## config.mk

```make
export PLATFORM = sky130hd
export DESIGN_NAME = lif_layer
export DESIGN_NICKNAME = d
export VERILOG_FILES = /design/src/rtl/lif_layer.sv
export SDC_FILE = /design/constraint.sdc
export NUM_CORES = 1
export LEC_CHECK = 0
export BUFFER_PORTS_ARGS = -buffer_cell sky130_fd_sc_hd__buf_2
export CORE_ASPECT_RATIO = 0.5
export CORE_MARGIN = 1.5
export CORE_UTILIZATION = 60
export CTS_CLUSTER_DIAMETER = 40
export DETAILED_ROUTE_END_ITERATION = 7
export PLACE_DENSITY = 0.86
export SLEW_MARGIN = 15
export SYNTH_ARGS = -nofsm -noshare
export SYNTH_HDL_FRONTEND = slang
export SYNTH_SLANG_ARGS = --single-unit
```

## constraint.sdc

```tcl
create_clock -name clk -period 27.3 [get_ports clk]
set_clock_uncertainty 0.15 [all_clocks]
set_input_delay 4.095 -clock clk [delete_from_list [all_inputs] [get_ports clk]]
set_output_delay 4.095 -clock clk [all_outputs]
set_load 0.01 [all_outputs]
```

## src/rtl/lif_layer.sv

```systemverilog
// -----------------------------------------------------------------------------
// lif_layer
//   Fully connected layer of integrate-and-fire output neurons with a
//   runtime-writable signed weight matrix, saturating signed membrane
//   arithmetic floored at RESET, a refractory window and an optional leak.
//   One timestep is evaluated on every clk edge where spike_valid is high.
//
// Optional feature:
//   LIF_LEAK_EN  when defined, LEAK is subtracted on every non-refractory
//                valid timestep; when undefined the layer is a pure IF layer
//                and LEAK is ignored.
//
// Ports:
//   clk          rising-edge clock
//   rst          asynchronous reset, active low
//   spike_valid  timestep strobe; spike_in is sampled when high
//   spike_in     input spike lines for this timestep
//   wr_en        weight write enable
//   wr_addr      weight index = out*NUM_INPUTS + in (out-of-range ignored)
//   wr_data      signed weight value
//   spike_out    registered one-cycle spike pulses, one per output neuron
//   refrac_busy  registered, high while a neuron's refractory count != 0
// -----------------------------------------------------------------------------
module lif_layer #(
   parameter int NUM_INPUTS  = 4,
   parameter int NUM_OUTPUTS = 2,
   parameter int WEIGHT_SIZE = 8,
   parameter int POT_SIZE    = 16,
   parameter int THRESH      = 15,
   parameter int RESET       = 0,
   parameter int REFRAC      = 5,
   parameter int LEAK        = 1
) (
   input  logic                                                 clk,
   input  logic                                                 rst,
   input  logic                                                 spike_valid,
   input  logic [NUM_INPUTS-1:0]                                spike_in,
   input  logic                                                 wr_en,
   input  logic [$clog2(NUM_INPUTS*NUM_OUTPUTS)-1:0]            wr_addr,
   input  logic [WEIGHT_SIZE-1:0]                               wr_data,
   output logic [NUM_OUTPUTS-1:0]                               spike_out,
   output logic [NUM_OUTPUTS-1:0]                               refrac_busy
);

   localparam int NUM_W = NUM_INPUTS * NUM_OUTPUTS;
   localparam int RW    = (REFRAC > 0) ? $clog2(REFRAC + 1) : 1;
   localparam int SW    = POT_SIZE + 2;

   // Arithmetic is done two bits wider than the potential so that the
   // accumulated weights plus the current potential can never wrap before
   // saturation is applied.
   localparam logic signed [SW-1:0] SAT_MAX  = {3'b000, {(POT_SIZE-1){1'b1}}};
   localparam logic signed [SW-1:0] SAT_MIN  = {3'b111, {(POT_SIZE-1){1'b0}}};
   localparam logic signed [SW-1:0] RESET_X  = SW'(RESET);
   localparam logic signed [SW-1:0] THRESH_X = SW'(THRESH);
`ifdef LIF_LEAK_EN
   localparam logic signed [SW-1:0] LEAK_X   = SW'(LEAK);
`endif

   logic signed [WEIGHT_SIZE-1:0] r_weight [NUM_W];
   logic signed [POT_SIZE-1:0]    r_pot    [NUM_OUTPUTS];
   logic        [RW-1:0]          r_refrac [NUM_OUTPUTS];
   logic        [NUM_OUTPUTS-1:0] r_spike;
   logic        [NUM_OUTPUTS-1:0] r_busy;

   logic signed [SW-1:0]          w_sum    [NUM_OUTPUTS];
   logic signed [SW-1:0]          w_clip   [NUM_OUTPUTS];
   logic signed [POT_SIZE-1:0]    w_result [NUM_OUTPUTS];
   logic        [NUM_OUTPUTS-1:0] w_fire;

   // Integration for every neuron, based on the currently stored weights
   // (a write on the same edge takes effect from the next timestep).
   always_comb begin
      w_fire = '0;
      for (int unsigned j = 0; j < NUM_OUTPUTS; j++) begin
         w_sum[j] = SW'(r_pot[j]);
         for (int unsigned i = 0; i < NUM_INPUTS; i++) begin
            if (spike_in[i]) begin
               w_sum[j] = w_sum[j] + SW'(r_weight[j*NUM_INPUTS + i]);
            end
         end
`ifdef LIF_LEAK_EN
         w_sum[j] = w_sum[j] - LEAK_X;
`endif
         if (w_sum[j] > SAT_MAX) begin
            w_clip[j] = SAT_MAX;
         end else if (w_sum[j] < SAT_MIN) begin
            w_clip[j] = SAT_MIN;
         end else begin
            w_clip[j] = w_sum[j];
         end
         if (w_clip[j] < RESET_X) begin
            w_clip[j] = RESET_X;
         end
         w_result[j] = w_clip[j][POT_SIZE-1:0];
         w_fire[j]   = (w_clip[j] >= THRESH_X);
      end
   end

   always_ff @(posedge clk or negedge rst) begin
      if (!rst) begin
         r_weight <= '{default: '0};
         r_pot    <= '{default: '0};
         r_refrac <= '{default: '0};
         r_spike  <= '0;
         r_busy   <= '0;
      end else begin
         if (wr_en && (int'(wr_addr) < NUM_W)) begin
            r_weight[wr_addr] <= wr_data;
         end
         for (int unsigned j = 0; j < NUM_OUTPUTS; j++) begin
            if (spike_valid) begin
               if (r_refrac[j] != '0) begin
                  // Refractory: count down, hold at RESET, ignore input.
                  r_refrac[j] <= r_refrac[j] - RW'(1);
                  r_pot[j]    <= POT_SIZE'(RESET);
                  r_spike[j]  <= 1'b0;
                  r_busy[j]   <= (r_refrac[j] != RW'(1));
               end else if (w_fire[j]) begin
                  r_refrac[j] <= RW'(REFRAC);
                  r_pot[j]    <= POT_SIZE'(RESET);
                  r_spike[j]  <= 1'b1;
                  r_busy[j]   <= (REFRAC != 0);
               end else begin
                  r_pot[j]    <= w_result[j];
                  r_spike[j]  <= 1'b0;
                  r_busy[j]   <= 1'b0;
               end
            end else begin
               r_spike[j] <= 1'b0;
            end
         end
      end
   end

   assign spike_out   = r_spike;
   assign refrac_busy = r_busy;

endmodule

```

# Word level (Yosys, flattened, before mapping)
# Index checks and enable logic that the tools add are counted.
[word_totals] ff_bits=106 inputBits=19 elab_cells=77
[op_classes] addsub=10 magnitude_cmp=10 eq_ne=2 n_mux=33 bitwise_logic=1 reduce_logical=7
[ops] operator="two-way mux 18 bit" count=14
[ops] operator="adder 18 x 8 -> 18 bit" count=6
[ops] operator="bitwise mux 64 bit" count=1
[ops] operator="two-way mux 16 bit" count=4
[ops] operator=">= comparator 18 x 5 -> 1 bit, second input constant" count=2
[ops] operator="> comparator 18 x 16 -> 1 bit, second input constant" count=2
[ops] operator="< comparator 18 x 1 -> 1 bit, second input constant" count=2
[ops] operator="< comparator 18 x 16 -> 1 bit, second input constant" count=2
[ops] operator="adder 16 x 8 -> 17 bit" count=2
[ops] operator="demux 8 bit (select 3 bit)" count=1
[ops] operator="two-way mux 3 bit" count=4
[ops] operator="two-way mux 1 bit" count=8
[ops] operator="two-way mux 8 bit" count=1
[ops] operator="inequality test 3 x 1 -> 1 bit, second input constant" count=2
[ops] operator="nonzero test 3 bit" count=2
[ops] operator="subtractor 3 x 1 -> 3 bit, second input constant" count=2
[ops] operator=">= comparator 4 bit, second input constant" count=1
[ops] operator="< comparator 4 x 1 -> 1 bit, second input constant" count=1
[ops] operator="inverter 3 -> 4 bit" count=1
[ops] operator="AND reduction 2 bit" count=2
[ops] operator="nonzero test 2 bit" count=2
[ops] operator="logical AND 1 bit" count=1

# Logic depth before layout (Yosys ltp)
# Gate-level depths: netlist of the first run.
[depth] ltp_word=17 ltp_mapped=46 ltp_nobuf=45

# Worst setup path before layout of the first run
# No wires, ideal clock.
[synth_timing] path_type="input port to flip-flop" from="input spike_in[0]" to="register r_refrac[1] (netlist bit)" setup_time_ps=121 arrival_time_ps=12332 required_ps=27029 setup_slack_ps=14697 path_stages=40 path_buffers=7 path_cell_list="clkbuf_2 > buf_2 > buf_2 > buf_2 > buf_2 > mux2_2 > ha_1 > clkbuf_1 > nand3_1 > o211ai_1 > a31oi_1 > xnor2_1 > mux2_2 > ha_1 > a2111oi_0 > a21oi_1 > a311oi_1 > o21bai_1 > (+4 left out) > and3_1 > a221o_1 > a31oi_1 > mux2i_1 > xnor2_1 > xnor2_1 > nand2b_1 > ha_1 > nand2b_1 > buf_1 > nor2_1 > a21oi_1 > nor4_1 > o211ai_1 > o2111ai_1 > nor4b_4 > a41oi_1 > a22o_1"
[synth_via] elab_chain_len=15 elab_cells_between_ends=16
[synth_rtl] item="start, declared" line_no="37" rtl="input logic [NUM_INPUTS-1:0] spike_in,"
[synth_rtl] item="two-way mux 18 bit *" line_no="78" rtl="if (spike_in[i]) begin"
[synth_rtl] item="adder 18 x 8 -> 18 bit" line_no="79" rtl="w_sum[j] = w_sum[j] + SW'(r_weight[j*NUM_INPUTS + i]);"
[synth_rtl] item="two-way mux 18 bit *" line_no="78"
[synth_rtl] item="adder 18 x 8 -> 18 bit" line_no="79"
[synth_rtl] item="two-way mux 18 bit *" line_no="78"
[synth_rtl] item="adder 18 x 8 -> 18 bit" line_no="79"
[synth_rtl] item="two-way mux 18 bit *" line_no="78"
[synth_rtl] item="< comparator 18 x 16 -> 1 bit" line_no="87" rtl="end else if (w_sum[j] < SAT_MIN) begin"
[synth_rtl] item="two-way mux 18 bit" line_no="87"
[synth_rtl] item="two-way mux 18 bit *" line_no="85" rtl="if (w_sum[j] > SAT_MAX) begin"
[synth_rtl] item="< comparator 18 x 1 -> 1 bit" line_no="92" rtl="if (w_clip[j] < RESET_X) begin"
[synth_rtl] item="two-way mux 18 bit *" line_no="92"
[synth_rtl] item=">= comparator 18 x 5 -> 1 bit *" line_no="96" rtl="w_fire[j] = (w_clip[j] >= THRESH_X);"
[synth_rtl] item="nonzero test 2 bit (no source line) *"
[synth_rtl] item="AND reduction 2 bit (no source line) *"
[synth_rtl] item="end signal, assigned by index" line_no="115" rtl="r_refrac[j] <= r_refrac[j] - RW'(1);"
[synth_rtl] item="end signal, assigned by index" line_no="120" rtl="r_refrac[j] <= RW'(REFRAC);"
[synth_rtl] item="end, declared" line_no="62" rtl="logic [RW-1:0] r_refrac [NUM_OUTPUTS];"
# Mark *: on every way between the ends. The rest lies on a longest branch, timed or not.
# A chain may end at the register's enable or synchronous reset.

# Final worst setup path of the first run
[layout_timing] from="input spike_in[0]" to="register r_refrac[4] (netlist bit)"
# The elaborated chain is that of the path after synthesis.

==> results of run 1 <==
## routing by layer
layer / up-vias / track usage, % / part of all wire [%]
li1: 5598 / - / -
met1: 5857 / 45.3 / 44
met2: 576 / 54.7 / 44
met3: 109 / 4.23 / 8.0
met4: 0 / 13.8 / 3.3
met5: - / 0 / 0
## registers in the layout (all words and copies together), names as in the netlist
name and cells:
r_pot 32, r_refrac 6, r_weight 64, refrac_busy 2
spike_out 2
## cell families (layout without fill, tap and decap cells)
family	after synthesis	in the layout	share of synthesized area, %
xor gates and xnor gates	98	98	6.83
buffers and inverters	117	111	3.60
DFF	106	106	20.9
adders and majority gates	150	150	15.3
muxes	113	113	9.90
AOI/OAI and AO/OA	494	494	26.7
and+or+nand+nor	414	414	16.8
## final cells by class
cell class / count / share of cell area (%)
Tap cell: 273 / 2.57
Inverter: 65 / 1.84
Multi-Input combinational cell: 1269 / 72.1
Clock buffer: 10 / 1.80
Clock inverter: 5 / 0.339
Timing Repair Buffer: 31 / 1.36
Sequential cell: 106 / 20.0
## worst max path at each step
| stage | cells after the start | from | to | slack, ns |
|---|---|---|---|---|
| CTS | 40 | spike_in[0] | r_refrac[4] | 14.18 |
| floorplan | 40 | spike_in[0] | r_refrac[1] | 14.70 |
| global placement | 40 | spike_in[0] | r_refrac[4] | 14.02 |
| finish | 40 | spike_in[0] | r_refrac[4] | 14.00 |
| detailed placement | 40 | spike_in[0] | r_refrac[4] | 13.84 |
| global route | 40 | spike_in[0] | r_refrac[4] | 13.37 |
## report_power, final
group	switching, W	internal, W	total (W)
registers	0.0000321	0.000187	0.000219
logic	0.000642	0.000470	0.00111
clock network	0.0000657	0.0000657	0.000131
## through the flow
| stage | cells | total power [W] |
|---|---|---|
| after floorplan | 1492 | 0.00107 |
| after global placement | 1744 | 0.00125 |
| after detailed placement | 1744 | 0.00129 |
| after CTS | 1759 | 0.00143 |
| after global routing | 1759 | 0.00158 |
| final | 1759 | 0.00146 |
## synthesized netlist by cell type (6+ instances only)
cell type	number	area, um^2
a211o_1	8	70.1
a211oi_1	17	128
a21o_1	60	450
a21oi_1	118	591
a221o_1	6	60.1
a31oi_1	30	188
and2_1	11	68.8
and3_1	15	93.8
and4_1	6	52.6
buf_1	6	22.5
buf_2	10	50.1
clkbuf_1	34	128
dfrtp_1	106	2650
fa_1	8	160
ha_1	142	1780
inv_1	64	240
mux2_2	94	1060
mux2i_1	17	170
nand2_1	109	409
nand2b_1	30	188
nand3_1	34	170
nand4_1	18	113
nor2_1	83	312
nor2b_1	46	288
nor3_1	15	75.1
nor3b_1	7	52.6
o211ai_1	22	165
o21a_1	25	188
o21ai_0	73	365
o21bai_1	13	97.6
o22ai_1	9	56.3
o31ai_1	16	120
or2_2	6	37.5
or3_1	13	81.3
xnor2_1	55	482
xor2_1	42	368
==> results.tsv, run 1 <==
stage	metric	value	unit
run_status	status	complete, no violations	
min_path	hold_start	refrac_busy[0]	
clock_tree	max-clock-path-buffers	2	
cells_and_area	antennaDiodeCount	0	
critical_path	arrival	13.39	ns
die	fp.dieArea	0.0221	mm^2
placed_design	place.port_buffers	22	
critical_path	worstReg2RegStart	r_weight[60]	
clock_tree	cts_tree	done	
routing	wl_per_cell	21.0	um
synthesis	syn_area	0.0127	mm^2
grt	gr-total-overflow	0	
critical_path	crit_fanout	52	
timing	post-route-min-period	13.30	ns
critical_path	cpLargestDelayFamily	compound AO/OA/AOI/OAI gates	
synthesis	ys_seq_elements	106	
synthesis	async_flop_share	100	%
timing	final-max-slew-violation-count	0	
clock_tree	clock-sinks	106	
die	start_util	61.4	%
cells_and_area	layout_common_cells	ha_1, a21oi_1, nand2_1, dfrtp_1, mux2_2	
placed_design	place_area	0.0130	mm^2
critical_path	regToRegSetupSlack	17.06	ns
grt	grt_max_degree	59	
routing	dr.pass1.iters	5	
synthesis	syn_inst	1492	
cells_and_area	fin_util	64.3	%
power_and_ir_drop	power_density	110	mW/mm^2
critical_path	end_kind	flop	
cells_and_area	nets	1651	
cells_and_area	area_growth	4.72	%
min_path	holdPathStages	1	
routing	drc	0	
grt	grt_pass1_wl	59400	um
cells_and_area	layout_commonest_cell	ha_1	
timing	fin_tns_setup	0	ns
synthesis	synth.avg_cell_area	8.49	um^2
critical_path	cpMaxStageDelayCell	a211oi_1	
clock_tree	clk_pin_slew_worst_paths	0.07	ns
grt	grt_usage	33.6	%
run	maxCapViolations	0	
synthesis	synth_warnings	0	
timing	worst_slew_pin_slew	0.951	ns
cells_and_area	final_layout_size_suffix_gt1_share	11.4	%
critical_path	ff2ff_path_depth	42	
timing	final-setup-viol-count	0	
routing	drt_iter0_drc	1376	
timing	fmax	0.0752	GHz
cells_and_area	nFillCells	1704	
die	die_y	106	um
die	die_x	209	um
critical_path	rr_endpoint	r_refrac[4]	
placed_design	gp_congestion	0.958	
timing	grt_setup_unrepaired	false	
synthesis	syn-num-nets	1661	
routing	ant_nets	0	
power_and_ir_drop	p_leak	6.17	nW
grt	antenna_found_initial	0	
routing	vias	12100	
timing	fin_ws	14.00	ns
critical_path	worst-path-buf-inv	4	
synthesis	synthDistinctLibCells	87	
synthesis	yosysSeqAreaShare	20.9	%
placed_design	dp.final_hpwl	27800	um
clock_tree	cts_resized	0	
routing	vias_per_cell	6.90	
routing	route.final.wire_length	36900	um
clock_tree	htreeDepth	3	
timing	whs	0.370	ns
cells_and_area	multiInputGateArea	0.00957	mm^2
critical_path	path_class	primary input to flop	
timing	finalCritPeriodShare	48.7	%
cells_and_area	layout.area.seq	0.00265	mm^2
placed_design	pre_cts_ws	13.84	ns
min_path	min_path_type	flop to flop	
synthesis	synth-edff-count	0	
clock_tree	post_cts_buffers	0	
critical_path	startpoint_type	primary input	
timing	slew_headroom	36.4	%
clock_tree	hold_buffers	0	
power_and_ir_drop	ir_drop	0.0000688	V
grt	grt_pass1_vias	11600	
cells_and_area	post-route-cell-area	0.0133	mm^2
min_path	holdPathEnd	refrac_busy[0]	
critical_path	critical_path_required	27.39	ns
die	ios	23	
die	coreArea	0.0206	mm^2
die	num_rows	37	
critical_path	max_stage_delay	0.66	ns
clock_tree	cts_buffers	9	
clock_tree	root_buffer	clkbuf_16	
clock_tree	insertion_delay	0.36	ns
timing	hold_viol	0	
synthesis	synthFlopType	dfrtp_1	
Note: power is estimated with default switching activity, not from simulation.
==> inputs of run 2 (changes only) <==
--- a/config.mk
+++ b/config.mk
@@ -5,13 +5,14 @@
 export SDC_FILE = /design/constraint.sdc
 export NUM_CORES = 1
 export LEC_CHECK = 0
+export ABC_AREA = 1
 export BUFFER_PORTS_ARGS = -buffer_cell sky130_fd_sc_hd__buf_2
 export CORE_ASPECT_RATIO = 0.5
 export CORE_MARGIN = 1.5
-export CORE_UTILIZATION = 60
+export CORE_UTILIZATION = 59
 export CTS_CLUSTER_DIAMETER = 40
 export DETAILED_ROUTE_END_ITERATION = 7
-export PLACE_DENSITY = 0.86
+export PLACE_DENSITY = 0.88
 export SLEW_MARGIN = 15
 export SYNTH_ARGS = -nofsm -noshare
 export SYNTH_HDL_FRONTEND = slang
==> constraint.sdc (replaced) <==
create_clock -name clk -period 12.2 [get_ports clk]
set_clock_uncertainty 0.15 [all_clocks]
set_input_delay 1.83 -clock clk [delete_from_list [all_inputs] [get_ports clk]]
set_output_delay 1.83 -clock clk [all_outputs]
set_load 0.01 [all_outputs]
==> run 2 against run 1 <==
Worst hold slack worse by 0.025 ns. First-iteration DRC count is 12% lower. Sequential cell count unchanged. Total power rose by 56%. Area after synthesis grew 3.3%. Critical path depth up 11. Via count increased by 13%. Cell count rose by 37%. Core utilization down 0.93 points. Sequential power up 120%. Count of clock-buffer cells in the layout unchanged. Largest cell class unchanged. Critical path type unchanged.
==> results.tsv, run 2 <==
stage	metric	value	unit	change
cells_and_area	reg_top3	r_weight x64, r_pot x32, r_refrac x6		
synthesis	synth.area.top_cells	dfrtp_1, nand2_1, ha_1		
clock_tree	max-clock-path-buffers	2		unchanged
die	coreArea	0.0217	mm^2	+5.2%
critical_path	startpoint_type	primary input		
critical_path	max_stage_delay	0.72	ns	+0.06 ns
placed_design	placed_cells	2401		+38%
clock_tree	cts_tree	done		
clock_tree	clk_pin_slew_worst_paths	0.07	ns	about the same
placed_design	place_area	0.0134	mm^2	+3.6%
routing	dr.pass1.iters	5		unchanged
grt	gr-total-overflow	0		unchanged
clock_tree	root_buffer	clkbuf_16		
synthesis	synthFlopType	dfrtp_1		
routing	vias	13700		+13%
grt	grt_pass1_wl	58900	um	-0.86%
critical_path	cpMaxStageDelayCell	inv_1		
run_status	status	complete, no violations		
synthesis	synth-edff-count	0		unchanged
cells_and_area	top_register	r_weight		
routing	drt_iter0_drc	1215		-12%
clock_tree	hold_buffers	0		unchanged
grt	grt_pass1_vias	12500		+7.9%
grt	grt_max_degree	57		-3.4%
synthesis	synth.avg_cell_area	6.19	um^2	-27%
synthesis	syn_inst	2115		+42%
grt	antenna_found_initial	1		+1
power_and_ir_drop	power_density	166	mW/mm^2	+51%
clock_tree	clock-sinks	106		unchanged
timing	whs	0.345	ns	-0.0254 ns
grt	grt_usage	31.5	%	-2.1 points
clock_tree	cts_buffers	9		unchanged
routing	wl_per_cell	14.5	um	-31%
cells_and_area	post-route-cell-area	0.0138	mm^2	+3.7%
synthesis	async_flop_share	100	%	unchanged
power_and_ir_drop	ir_drop	0.000104	V	+51%
timing	post-route-min-period	10.51	ns	
cells_and_area	layout_common_cells	nand2_1, inv_1, nand3_1, ha_1, nor2_1		
synthesis	synthDistinctLibCells	49		-44%
die	num_rows	38		+2.7%
die	die_x	214	um	+2.5%
timing	final-setup-viol-count	0		unchanged
timing	fmax	0.0952	GHz	
synthesis	yosys.area.top_type_share	20.3	%	-0.67 points
clock_tree	insertion_delay	0.36	ns	about the same
synthesis	synth.most_common_cell	nand2_1		
timing	hold_viol	0		unchanged
cells_and_area	fin_util	63.3	%	-0.93 points
cells_and_area	area_growth	5.12	%	
routing	ant_nets	0		unchanged
cells_and_area	layout_commonest_cell	nand2_1		
clock_tree	htreeDepth	3		unchanged
routing	vias_per_cell	5.66		-18%
synthesis	ys_seq_elements	106		unchanged
routing	drc	0		unchanged
die	ios	23		unchanged
cells_and_area	finalNonFillerCells	2418		+37%
timing	worst_slew_pin_slew	1.13	ns	+0.179 ns
min_path	min_path_type	flop to flop		
die	die_y	108	um	+2.4%
timing	slew_headroom	24.6	%	-12 points
critical_path	arrival	10.61	ns	-2.78 ns
placed_design	place.port_buffers	22		unchanged
critical_path	critical_path_required	12.30	ns	-15.09 ns
timing	grt_setup_unrepaired	false		
synthesis	synth_warnings	0		unchanged
timing	fin_tns_setup	0	ns	unchanged
timing	final-max-slew-violation-count	0		unchanged
synthesis	syn_area	0.0131	mm^2	+3.3%
clock_tree	post_cts_buffers	0		unchanged
power_and_ir_drop	p_leak	7.83	nW	+27%
critical_path	crit_fanout	34		-35%
run	maxCapViolations	0		unchanged
cells_and_area	final_layout_size_suffix_gt1_share	4.49	%	-6.9 points
placed_design	dp.final_hpwl	27200	um	-2.0%
synthesis	synthTopCellsByCount	nand2_1, inv_1, nand3_1		
cells_and_area	nets	2281		+38%
placed_design	gp_congestion	1.01		+5.7%
routing	route.final.wire_length	35100	um	-4.8%
die	fp.dieArea	0.0231	mm^2	+5.0%
critical_path	path_class	primary input to flop		
synthesis	yosysSeqAreaShare	20.3	%	-0.67 points
synthesis	yosysTopAreaCell	dfrtp_1		
synthesis	syn-num-nets	2284		+38%
timing	finalCritPeriodShare	86.1	%	
clock_tree	cts_resized	0		unchanged
die	start_util	60.2	%	-1.1 points
critical_path	end_kind	flop		
cells_and_area	largest_register_ffs	64		unchanged
run 2: changes by cell type after synthesis, sizes merged, moves of 30 or more:
cell    before  now
nand2      109  677
inv         65  289
nand3       34  226
mux2        96    0
o21ai       75  149
nor2        83  143
a21o        60   13
nor2b       46    0
xnor2       56   20
nand2b      30    0
run 2: path summary, 6_finish.rpt:
check	depth (start not counted)	from	end	slack, ns
worst min-delay path	2	r_weight[16]	r_weight[16]	0.34
worst max register to register	56	r_pot[20]	r_refrac[4]	3.40
min in group asynchronous	1	rst	r_pot[13]	1.34
max in group asynchronous	2	rst	r_weight[35]	9.38
worst max-delay path	51	spike_in[0]	r_refrac[4]	1.69
worst min register to register	2	r_weight[16]	r_weight[16]	0.34
run 2: layer usage:
layer | track usage (%) | wire (um) | vias to the layer above
li1 | - | - | 6894
met1 | 42.8 | 16300 | 6221
met2 | 51.5 | 15300 | 472
met3 | 4.33 | 2400 | 92
met4 | 11.2 | 1060 | 2
met5 | 0 | 15 | -
run 2: kinds of logic after synthesis:
kind of cell | count (synthesis) | synth area share [%]
compound gates | 347 | 14.7
xor+xnor | 60 | 4.01
fa+ha+maj | 150 | 14.8
buf+inv | 331 | 9.67
flops | 106 | 20.3
mux | 1 | 0.0765
simple gates | 1120 | 36.5
run 2: stage by stage:
step	setup slack [ns]	power, W
floorplan	3.71	0.00163
global placement	1.75	0.00191
detailed placement	1.55	0.00193
CTS	1.85	0.00226
global route	0.819	0.00251
finish	1.69	0.00229
run 2: area by class of cell:
| type | count | area (um^2) |
|---|---|---|
| well taps | 300 | 375 |
| diodes | 1 | 2.50 |
| flip-flops and latches | 106 | 2650 |
| clock buffers | 10 | 229 |
| repair buffers | 28 | 158 |
| fillers | 2017 | 7970 |
| multi-input cells | 1678 | 9170 |
| inverters | 289 | 1080 |
| clock inverters | 6 | 87.6 |
run 2: critical path: cells and delay by family:
family	cells	cell delay, ns
simple gates	34	4.32
fa+ha+maj	4	1.43
buf+inv	7	1.84
compound gates	6	1.13
run 2: where the power goes:
group          switching (W)  leakage, nW  internal (W)
logic               0.000949         6.31      0.000541
clock network       0.000141        0.157      0.000181
registers          0.0000657         1.37      0.000407
total                0.00116         7.83       0.00113
